## src/rtl/ysyx_23060203_pkg.sv

```systemverilog
// Shared decode definitions: op classes, opcode constants and the decoded-fields bundle.
// Used by the decode stage and the execute stage.
package ysyx_23060203_pkg;

   typedef enum logic [3:0] {
      OP_LUI     = 4'd0,
      OP_AUIPC   = 4'd1,
      OP_JAL     = 4'd2,
      OP_JALR    = 4'd3,
      OP_BRANCH  = 4'd4,
      OP_LOAD    = 4'd5,
      OP_STORE   = 4'd6,
      OP_OPIMM   = 4'd7,
      OP_OP      = 4'd8,
      OP_FENCE   = 4'd9,
      OP_SYSTEM  = 4'd10,
      OP_ILLEGAL = 4'd11
   } op_t;

   // Opcode constants are inst[6:2]; inst[1:0] must be 2'b11.
   localparam logic [4:0] OPC_LOAD     = 5'b00000;
   localparam logic [4:0] OPC_MISC_MEM = 5'b00011;
   localparam logic [4:0] OPC_OPIMM    = 5'b00100;
   localparam logic [4:0] OPC_AUIPC    = 5'b00101;
   localparam logic [4:0] OPC_STORE    = 5'b01000;
   localparam logic [4:0] OPC_OP       = 5'b01100;
   localparam logic [4:0] OPC_LUI      = 5'b01101;
   localparam logic [4:0] OPC_BRANCH   = 5'b11000;
   localparam logic [4:0] OPC_JALR     = 5'b11001;
   localparam logic [4:0] OPC_JAL      = 5'b11011;
   localparam logic [4:0] OPC_SYSTEM   = 5'b11100;

   typedef struct packed {
      logic [4:0]  rs1;
      logic [4:0]  rs2;
      logic [4:0]  rd;
      logic [31:0] imm;
      op_t         op;
      logic [2:0]  funct3;
      logic        alt;
      logic        rf_wen;
      logic        illegal;
      logic        fencei;
      logic        ecall;
      logic        ebreak;
      logic        mret;
   } dec_t;

   localparam dec_t DEC_RESET = '{
      rs1: 5'd0, rs2: 5'd0, rd: 5'd0, imm: 32'd0, op: OP_ILLEGAL,
      funct3: 3'd0, alt: 1'b0, rf_wen: 1'b0, illegal: 1'b0,
      fencei: 1'b0, ecall: 1'b0, ebreak: 1'b0, mret: 1'b0
   };

endpackage

```

## src/rtl/ysyx_23060203_idu_dec.sv

```systemverilog
// Combinational RV32I/RV32E instruction decoder: raw instruction -> dec_t.
// Define YSYX_23060203_RVE_EN to reject register indices >= 16 (RV32E).
module ysyx_23060203_idu_dec
   import ysyx_23060203_pkg::*;
(
   input  logic [31:0] inst,
   output dec_t        dec
);

   logic [4:0]  opc;
   logic [2:0]  f3;
   logic [6:0]  f7;
   logic [31:0] imm_i, imm_s, imm_b, imm_u, imm_j;
   logic [4:0]  rs1, rs2, rd;
   logic [31:0] imm;
   op_t         op;
   logic        ill, wr, use_rs1, use_rs2, use_rd;
   logic        fencei, ecall, ebreak, mret;

   assign opc   = inst[6:2];
   assign f3    = inst[14:12];
   assign f7    = inst[31:25];
   assign imm_i = {{20{inst[31]}}, inst[31:20]};
   assign imm_s = {{20{inst[31]}}, inst[31:25], inst[11:7]};
   assign imm_b = {{19{inst[31]}}, inst[31], inst[7], inst[30:25], inst[11:8], 1'b0};
   assign imm_u = {inst[31:12], 12'b0};
   assign imm_j = {{11{inst[31]}}, inst[31], inst[19:12], inst[20], inst[30:21], 1'b0};

   // NOTE: every variable gets a default before the case so no path can infer a latch.
   always_comb begin
      op      = OP_ILLEGAL;
      ill     = 1'b1;
      imm     = 32'd0;
      wr      = 1'b0;
      use_rs1 = 1'b0;
      use_rs2 = 1'b0;
      use_rd  = 1'b0;
      fencei  = 1'b0;
      ecall   = 1'b0;
      ebreak  = 1'b0;
      mret    = 1'b0;
      if (inst[1:0] == 2'b11) begin
         case (opc)
            OPC_LUI:   begin op = OP_LUI;   ill = 1'b0; imm = imm_u; use_rd = 1'b1; wr = 1'b1; end
            OPC_AUIPC: begin op = OP_AUIPC; ill = 1'b0; imm = imm_u; use_rd = 1'b1; wr = 1'b1; end
            OPC_JAL:   begin op = OP_JAL;   ill = 1'b0; imm = imm_j; use_rd = 1'b1; wr = 1'b1; end
            OPC_JALR: begin
               op = OP_JALR; ill = 1'b0; imm = imm_i;
               use_rd = 1'b1; use_rs1 = 1'b1; wr = 1'b1;
            end
            OPC_BRANCH: begin
               op = OP_BRANCH; imm = imm_b; use_rs1 = 1'b1; use_rs2 = 1'b1;
               ill = (f3 == 3'b010) || (f3 == 3'b011);
            end
            OPC_LOAD: begin
               op = OP_LOAD; imm = imm_i; use_rd = 1'b1; use_rs1 = 1'b1; wr = 1'b1;
               ill = (f3 == 3'b011) || (f3 == 3'b110) || (f3 == 3'b111);
            end
            OPC_STORE: begin
               op = OP_STORE; imm = imm_s; use_rs1 = 1'b1; use_rs2 = 1'b1;
               ill = (f3 >= 3'b011);
            end
            OPC_OPIMM: begin
               op = OP_OPIMM; ill = 1'b0; imm = imm_i;
               use_rd = 1'b1; use_rs1 = 1'b1; wr = 1'b1;
            end
            OPC_OP: begin
               op = OP_OP; use_rd = 1'b1; use_rs1 = 1'b1; use_rs2 = 1'b1; wr = 1'b1;
               // funct7 0x20 is only defined for SUB and SRA.
               ill = !((f7 == 7'h00) ||
                       ((f7 == 7'h20) && ((f3 == 3'b000) || (f3 == 3'b101))));
            end
            OPC_MISC_MEM: begin
               op = OP_FENCE; ill = 1'b0; imm = imm_i;
               use_rd = 1'b1; use_rs1 = 1'b1;
               fencei = (f3 == 3'b001);
            end
            OPC_SYSTEM: begin
               op = OP_SYSTEM; imm = imm_i; use_rd = 1'b1; use_rs1 = 1'b1;
               if (f3 == 3'b000) begin
                  ecall  = (inst == 32'h0000_0073);
                  ebreak = (inst == 32'h0010_0073);
                  mret   = (inst == 32'h3020_0073);
                  ill    = !(ecall || ebreak || mret);
               end else begin
                  ill = (f3 == 3'b100);
                  wr  = 1'b1;
               end
            end
            default: ill = 1'b1;
         endcase
      end
`ifdef YSYX_23060203_RVE_EN
      if ((use_rs1 && inst[19]) || (use_rs2 && inst[24]) || (use_rd && inst[11]))
         ill = 1'b1;
`endif
   end

   assign rs1 = use_rs1 ? inst[19:15] : 5'd0;
   assign rs2 = use_rs2 ? inst[24:20] : 5'd0;
   assign rd  = use_rd  ? inst[11:7]  : 5'd0;

   always_comb begin
      dec         = DEC_RESET;
      dec.rs1     = rs1;
      dec.rs2     = rs2;
      dec.rd      = rd;
      dec.imm     = imm;
      dec.op      = ill ? OP_ILLEGAL : op;
      dec.funct3  = f3;
      dec.alt     = inst[30];
      dec.rf_wen  = wr && !ill && (rd != 5'd0);
      dec.illegal = ill;
      dec.fencei  = fencei && !ill;
      dec.ecall   = ecall  && !ill;
      dec.ebreak  = ebreak && !ill;
      dec.mret    = mret   && !ill;
   end

endmodule

```

## src/rtl/ysyx_23060203_idu.sv

```systemverilog
// Decode stage: valid/ready handshake plus one output pipeline register of decoded fields.
// Build option YSYX_23060203_RVE_EN selects RV32E register checking in the decoder.
module ysyx_23060203_idu
   import ysyx_23060203_pkg::*;
(
   input  logic        clock,
   input  logic        reset,
   input  logic        flush,
   input  logic        in_valid,
   output logic        in_ready,
   input  logic [31:0] in_pc,
   input  logic [31:0] in_inst,
   output logic        out_valid,
   input  logic        out_ready,
   output logic [31:0] out_pc,
   output logic [31:0] out_inst,
   output logic [4:0]  out_rs1,
   output logic [4:0]  out_rs2,
   output logic [4:0]  out_rd,
   output logic [31:0] out_imm,
   output logic [3:0]  out_op,
   output logic [2:0]  out_funct3,
   output logic        out_alt,
   output logic        out_rf_wen,
   output logic        out_illegal,
   output logic        out_fencei,
   output logic        out_ecall,
   output logic        out_ebreak,
   output logic        out_mret
);

   dec_t        dec_d, dec_q;
   logic        valid_q;
   logic [31:0] pc_q, inst_q;
   logic        load;

   ysyx_23060203_idu_dec u_dec (
      .inst (in_inst),
      .dec  (dec_d)
   );

   assign in_ready = ~valid_q | out_ready;
   assign load     = in_valid & in_ready & ~flush;

   // NOTE: sequential state uses non-blocking assignments so every register samples pre-edge values.
   always_ff @(posedge clock or negedge reset) begin
      if (!reset) begin
         valid_q <= 1'b0;
         pc_q    <= 32'd0;
         inst_q  <= 32'd0;
         dec_q   <= DEC_RESET;
      end else begin
         if (flush)          valid_q <= 1'b0;
         else if (load)      valid_q <= 1'b1;
         else if (out_ready) valid_q <= 1'b0;
         if (load) begin
            pc_q   <= in_pc;
            inst_q <= in_inst;
            dec_q  <= dec_d;
         end
      end
   end

   // The flush cycle already hides the held entry from execute.
   assign out_valid   = valid_q & ~flush;
   assign out_pc      = pc_q;
   assign out_inst    = inst_q;
   assign out_rs1     = dec_q.rs1;
   assign out_rs2     = dec_q.rs2;
   assign out_rd      = dec_q.rd;
   assign out_imm     = dec_q.imm;
   assign out_op      = dec_q.op;
   assign out_funct3  = dec_q.funct3;
   assign out_alt     = dec_q.alt;
   assign out_rf_wen  = dec_q.rf_wen;
   assign out_illegal = dec_q.illegal;
   assign out_fencei  = dec_q.fencei;
   assign out_ecall   = dec_q.ecall;
   assign out_ebreak  = dec_q.ebreak;
   assign out_mret    = dec_q.mret;

endmodule

```

## config.mk

```make
export PLATFORM = sky130hd
export DESIGN_NAME = ysyx_23060203_idu
export DESIGN_NICKNAME = d
export VERILOG_FILES = /design/src/rtl/ysyx_23060203_pkg.sv /design/src/rtl/ysyx_23060203_idu_dec.sv /design/src/rtl/ysyx_23060203_idu.sv
export SDC_FILE = /design/constraint.sdc
export NUM_CORES = 1
export LEC_CHECK = 0
export CORE_MARGIN = 4
export CORE_UTILIZATION = 54
export CTS_BUF_LIST = sky130_fd_sc_hd__clkbuf_8
export CTS_CLUSTER_DIAMETER = 50
export DETAILED_ROUTE_END_ITERATION = 10
export DONT_BUFFER_PORTS = 1
export PLACE_DENSITY = 0.69
export SLEW_MARGIN = 20
export SYNTH_ARGS = -nofsm -noshare
export SYNTH_HDL_FRONTEND = slang
export SYNTH_SLANG_ARGS = --single-unit
```

## constraint.sdc

```tcl
create_clock -name clock -period 4.1 [get_ports clock]
set_clock_uncertainty 0.05 [all_clocks]
set_input_delay 0.82 -clock clock [delete_from_list [all_inputs] [get_ports clock]]
set_output_delay 0.82 -clock clock [all_outputs]
set_load 0.01 [all_outputs]
```

### Yosys cells after proc, flatten, opt, wreduce, memory -nomap -nowiden

Index checks and enable logic that the tools add are counted.

* register bits after elaboration: 126
* bits in latches: 0
* memory bits (writable): 0
* ROM bits: 0
* bits of input ports: 69
* output and inout bits: 127
* word-level logic and storage cells: 108
* memories: 0

* add/subtract/negate cells: 0
* multiply operators: 0
* div/mod/pow operators: 0
* order comparisons: 1
* equal/unequal tests: 22
* shift operators: 0
* mux-type cells: 34
* bitwise logic cells: 6
* reductions and logical operators: 29

Operators by type and width (number)
* 32-bit one-hot mux with 5 select lines: 1
* 4-bit one-hot mux with 11 select lines: 1
* 32-bit by 21-bit == test with 1-bit output, second input constant: 1
* 32-bit by 30-bit == test with 1-bit output, second input constant: 1
* 32-bit by 7-bit == test with 1-bit output, second input constant: 1
* 32-bit two-way mux: 1
* 1-bit two-way mux: 24
* 5-bit == test, second input constant: 4
* 5-bit by 4-bit == test with 1-bit output, second input constant: 3
* 5-bit two-way mux: 3
* 3-bit == test, second input constant: 4
* 5-bit by 3-bit == test with 1-bit output, second input constant: 2
* 9-bit OR reduction: 1
* 4-bit two-way mux: 2
* 8-bit OR reduction: 1
* 7-bit by 6-bit == test with 1-bit output, second input constant: 1
* 1-bit logical AND: 7
* 7-bit zero test: 1
* 1-bit logical OR: 7
* 7-bit OR reduction: 1
* 3-bit by 2-bit == test with 1-bit output, second input constant: 2
* 1-bit one-hot mux with 6 select lines: 1
* 6-bit OR reduction: 1
* 5-bit by 2-bit == test with 1-bit output, second input constant: 1
* other kinds (15): 20

### Depth between registers and ports, before layout

* word-level depth: 10
* gate-level depth with buffers: 8
* depth with buffers taken out: 6

### Cells and area by module

From an unflattened synthesis, not the netlist that was laid out.

* cells, all modules: 469
* area, all modules: 6172.2 um2

Modules (own cells, without submodules)
* ysyx_23060203_idu: instances 1, cells each 271, area an instance 4979.8 um2, sequential area each 3156.8 um2
* ysyx_23060203_idu_dec: instances 1, cells each 198, area an instance 1192.4 um2, sequential area each 0.0 um2

### Least setup slack after synthesis

Ideal clock, no wire load.

* path type: input-to-reg
* start: input port in_inst[6]
* end: register dec_q, in the netlist out_op[1]
* data arrival time: 2.099 ns
* required time: 3.967 ns
* setup slack: 1.868 ns
* stages: 6
* path buffers: 1
* path through: buf_4 -> or3b_1 -> a21o_1 -> o21ai_2 -> nand3_2 -> o32a_1

* cells in the longest elaborated chain, start to end: 8
* elaborated cells between the ends (all ways): 24
* those cells by class: eq/ne (13); mux (6); reduce/logical (5)

Ends and longest elaborated chain
* from (decl): line ysyx_23060203_idu.sv:12 `input logic [31:0] in_inst,`
* 32-bit by 7-bit == test with 1-bit output or 32-bit by 21-bit == test with 1-bit output (tied branches): line ysyx_23060203_idu_dec.sv:81, ysyx_23060203_idu_dec.sv:82
* 1-bit logical OR (2 in a row): line ysyx_23060203_idu_dec.sv:84 `ill = !(ecall || ebreak || mret);`
* 1-bit zero test: line ysyx_23060203_idu_dec.sv:84
* 1-bit two-way mux: line ysyx_23060203_idu_dec.sv:80 `if (f3 == 3'b000) begin`
* 1-bit one-hot mux with 6 select lines: line ysyx_23060203_idu_dec.sv:43 `case (opc)`
* 1-bit two-way mux: line ysyx_23060203_idu_dec.sv:42 `if (inst[1:0] == 2'b11) begin`
* 4-bit two-way mux (*): line ysyx_23060203_idu_dec.sv:109 `dec.op = ill ? OP_ILLEGAL : op;`
* to (signal assigned): line ysyx_23060203_idu.sv:51 `dec_q <= DEC_RESET;`
* to (signal assigned): line ysyx_23060203_idu.sv:59 `dec_q <= dec_d;`
* to (decl): line ysyx_23060203_idu.sv:32 `dec_t dec_d, dec_q;`

Every way passes the cells marked *; elsewhere a longest branch is shown, timed or not.
A chain may end at the register's enable or synchronous reset.

### Final worst setup path

* start: register valid_q
* end: register dec_q, in the netlist out_rs1[1]

* cells in the longest elaborated chain, start to end: 4

Ends and longest elaborated chain
* from (decl): line ysyx_23060203_idu.sv:33 `logic valid_q;`
* from (signal assigned): line ysyx_23060203_idu.sv:48 `valid_q <= 1'b0;`
* from (signal assigned): line ysyx_23060203_idu.sv:53 `if (flush) valid_q <= 1'b0;`
* from (signal assigned): line ysyx_23060203_idu.sv:54 `else if (load) valid_q <= 1'b1;`
* 1-bit inverter: line ysyx_23060203_idu.sv:42 `assign in_ready = ~valid_q | out_ready;`
* 1-bit OR: line ysyx_23060203_idu.sv:42
* via in_ready: line ysyx_23060203_idu.sv:10 `output logic in_ready,`
* 1-bit AND (2 in a row): line ysyx_23060203_idu.sv:43 `assign load = in_valid & in_ready & ~flush;`

The timed path passes the listed nets, and every way through them passes these cells.

==> impl_results.md <==
* Status: completed
* Layout cell share with drive strength beyond 1 at 0.0832
* R2r endpoint: out_rs1[1]
* Final period utilization at 0.571
* Type of the worst setup path: register to register
* Reg2Reg Depth at 5
* Slew Limit Fails at 0
* Reg2Reg Setup Slack at 1.76 ns
* NetSw at 710 uW
* Critical Path End Type: register
* Worst-path clk slew at 0.07 ns
* PnR Total Power at 2.74 mW
* Total nets after synthesis at 650
* Die ar. at 0.0117 mm2
* Critical path startpoint category: register
* Final Hold Viols at 0
* #FFs+latches synth at 122
* Vias per cell at 6.01
* Routed vias at 4270
* Drt pass-1 iters at 5
* Average size of a mapped cell at 9.33 um2
* CP max stage delay at 0.75 ns
* DRT iter0 DRCs at 427
* Most common cell after layout, fill and taps aside: nand2_1
* Post-CTS setup buffers at 0
* Die Height at 108 um
* Clock power share at 0.397
* Combinational share of power at 0.076
* Core area at 0.00977 mm2
* Leak at 2.81 nW
* Hpwl dp at 10200 um
* Post-synth cell types at 60
* Number of synthesized flops with an enable pin at 0
* Worst hold path type: primary input to async pin
* Crit path time final at 2.34 ns
* Root Driver: clkbuf_8
* CP Data Required Time at 4.36 ns
* Critical Path, Cell by Cell: nor2b_1, inv_1, nand3b_1, buf_12, a22o_1
* Slew @ Worst Pin at 1.10 ns
* CTS tree: done
* Switching Share at 0.259
* Commonest cells after routing, fill and taps aside: 228 x nand2_1, 119 x dfrtp_1, 31 x o21ai_0
* First-pass GRT wire length at 22200 um
* Final ANT Viol Nets at 0
* WL final at 14600 um
* P_int at 2.03 mW
* Setup violators final at 0
* CP Max Fanout at 44
* F_max at 427 MHz
* GRT Total Usage at 0.247
* Io pins at 196
* DRC viols at 0
* Bufs on Longest Clock Path at 2
* YS warnings at 0
* Setup TNS at 0 ns
* CTS Sinks at 122
* GRT overflow at 0
* Worst VDD drop at 0.180 mV
* R2R Path Start: valid_q
* Unrepaired setup endpoints after global routing: false
* FP Rows at 36
* Routability cong. at 0.902
* CP max-delay cell: nand3b_1
* Buf/Inv on CP at 2
* Register area share after synthesis at 0.564
* Number of global-route vias before repair at 4016
* CTS Buf Count at 17
* Mean routed wirelength per cell at 20.6 um
* Max-slew headroom at 0.261
* CTS resizes at 0
* Final nets at 633
* Die X at 108 um
* Skew-Pair Late Insertion Delay at 0.42 ns
* Top delay family on crit path: simple AND/OR/NAND/NOR gates
* # H-tree levels at 4
* Initial Util at 0.555
* Crit path arrival time at 2.60 ns
* P&R area growth vs syn at 8.75%
* Hold slack final at 0.0394 ns
* Power Density at 465 mW/mm2
* Final core utilization at 0.603
* Top_reg_cell synth: dfrtp_1
* Cell count after synthesis at 581
* ANT cells at 0
* Post-CTS Hold Fix Bufs at 0
* Synth Cell Area at 0.00542 mm2
* Part of the power in registers at 0.527
* MaxCap Viol Count at 0
* Largest net degree at the start of global routing at 123
* Number of port buffers at 0
* Initial antenna violation count at 0
* Ys async rst share at 1.00
## sequential cells by signal, indices dropped and copies added (netlist names)
name and cells:
valid_q 1, out_rs2 5, out_pc 32, out_rd 5, out_ecall 1, out_rs1 5
out_inst 30, out_ebreak 1, out_illegal 1, out_op 4, out_fencei 1, out_funct3 2
out_mret 1, out_imm 32, out_rf_wen 1
## cell usage after synthesis, types with 5 or more instances
library cell | number | area, um2
a21oi_1 | 9 | 45.0
nor2_1 | 11 | 41.3
nand2_1 | 228 | 856
a21boi_0 | 11 | 82.6
buf_4 | 6 | 45.0
nor3_1 | 7 | 35.0
buf_2 | 8 | 40.0
a22o_1 | 24 | 210
inv_1 | 5 | 18.8
nand3_1 | 6 | 30.0
o21ai_0 | 31 | 155
clkbuf_1 | 24 | 90.1
a22oi_1 | 12 | 90.1
dfrtp_1 | 119 | 2980
nor2b_1 | 9 | 56.3
## metrics by stage
step | cells | area, um2 | setup WS, ns
after global routing | 710 | 5890 | 1.64
after global placement | 676 | 5460 | 1.50
after floorplan | 581 | 5420 | 1.87
after CTS | 708 | 5870 | 1.77
final | 710 | 5890 | 1.76
after detailed placement | 676 | 5460 | 1.42
## how the worst max path moves through the flow
stage	from	to	slack (ns)	cells past startpoint
after floorplan	in_inst[6]	out_op[1]	1.87	6
after global placement	out_ready	out_rs1[3]	1.50	5
after detailed placement	out_ready	out_rd[0]	1.42	5
after CTS	valid_q	out_rs1[1]	1.77	5
after global routing	valid_q	out_rs1[2]	1.64	5
final	valid_q	out_rs1[1]	1.76	5
## kinds of logic after synthesis
kind of cell / Yosys count / synth area share
and+or+nand+nor: 288 / 0.229
DFF: 122 / 0.564
AOI/OAI and AO/OA: 121 / 0.162
buffers and inverters: 47 / 0.0402
xor gates and xnor gates: 2 / 0.00323
adders and majority gates: 1 / 0.00185
## power groups by stage
stage          clock network (mW)  registers (mW)  logic, mW
3_5_place_dp                    0            1.47      0.206
5_1_grt                      1.17            1.46      0.240
4_1_cts                      1.11            1.45      0.208
6_report                     1.09            1.45      0.209
2_1_floorplan                   0            1.44      0.194
3_3_place_gp                    0            1.47      0.197
## worst reg2reg max path: stages, from the launching register on
cell      delay [ns]
dfrtp_1         0.37
nor2b_1         0.16
inv_1           0.15
nand3b_1        0.75
buf_12          0.48
a22o_1          0.27
## layout make-up
cell class,instances,area [um2]
Inverter,5,18.8
Clock buffer,20,275
Timing Repair Buffer,6,87.6
Tap cell,133,166
Multi-Input combinational cell,412,2160
Sequential cell,122,3060
Fill cell,865,3880
Clock inverter,12,134
## metal layers
| metal | wire length [um] | up-vias | global-route usage |
|---|---|---|---|
| met4 | 265 | 0 | 0.0920 |
| met3 | 1580 | 23 | 0.0884 |
| li1 | - | 1925 | - |
| met1 | 5550 | 2090 | 0.309 |
| met2 | 7210 | 232 | 0.398 |
| met5 | 0 | - | 0 |
Note: power is estimated with default switching activity, not from simulation.
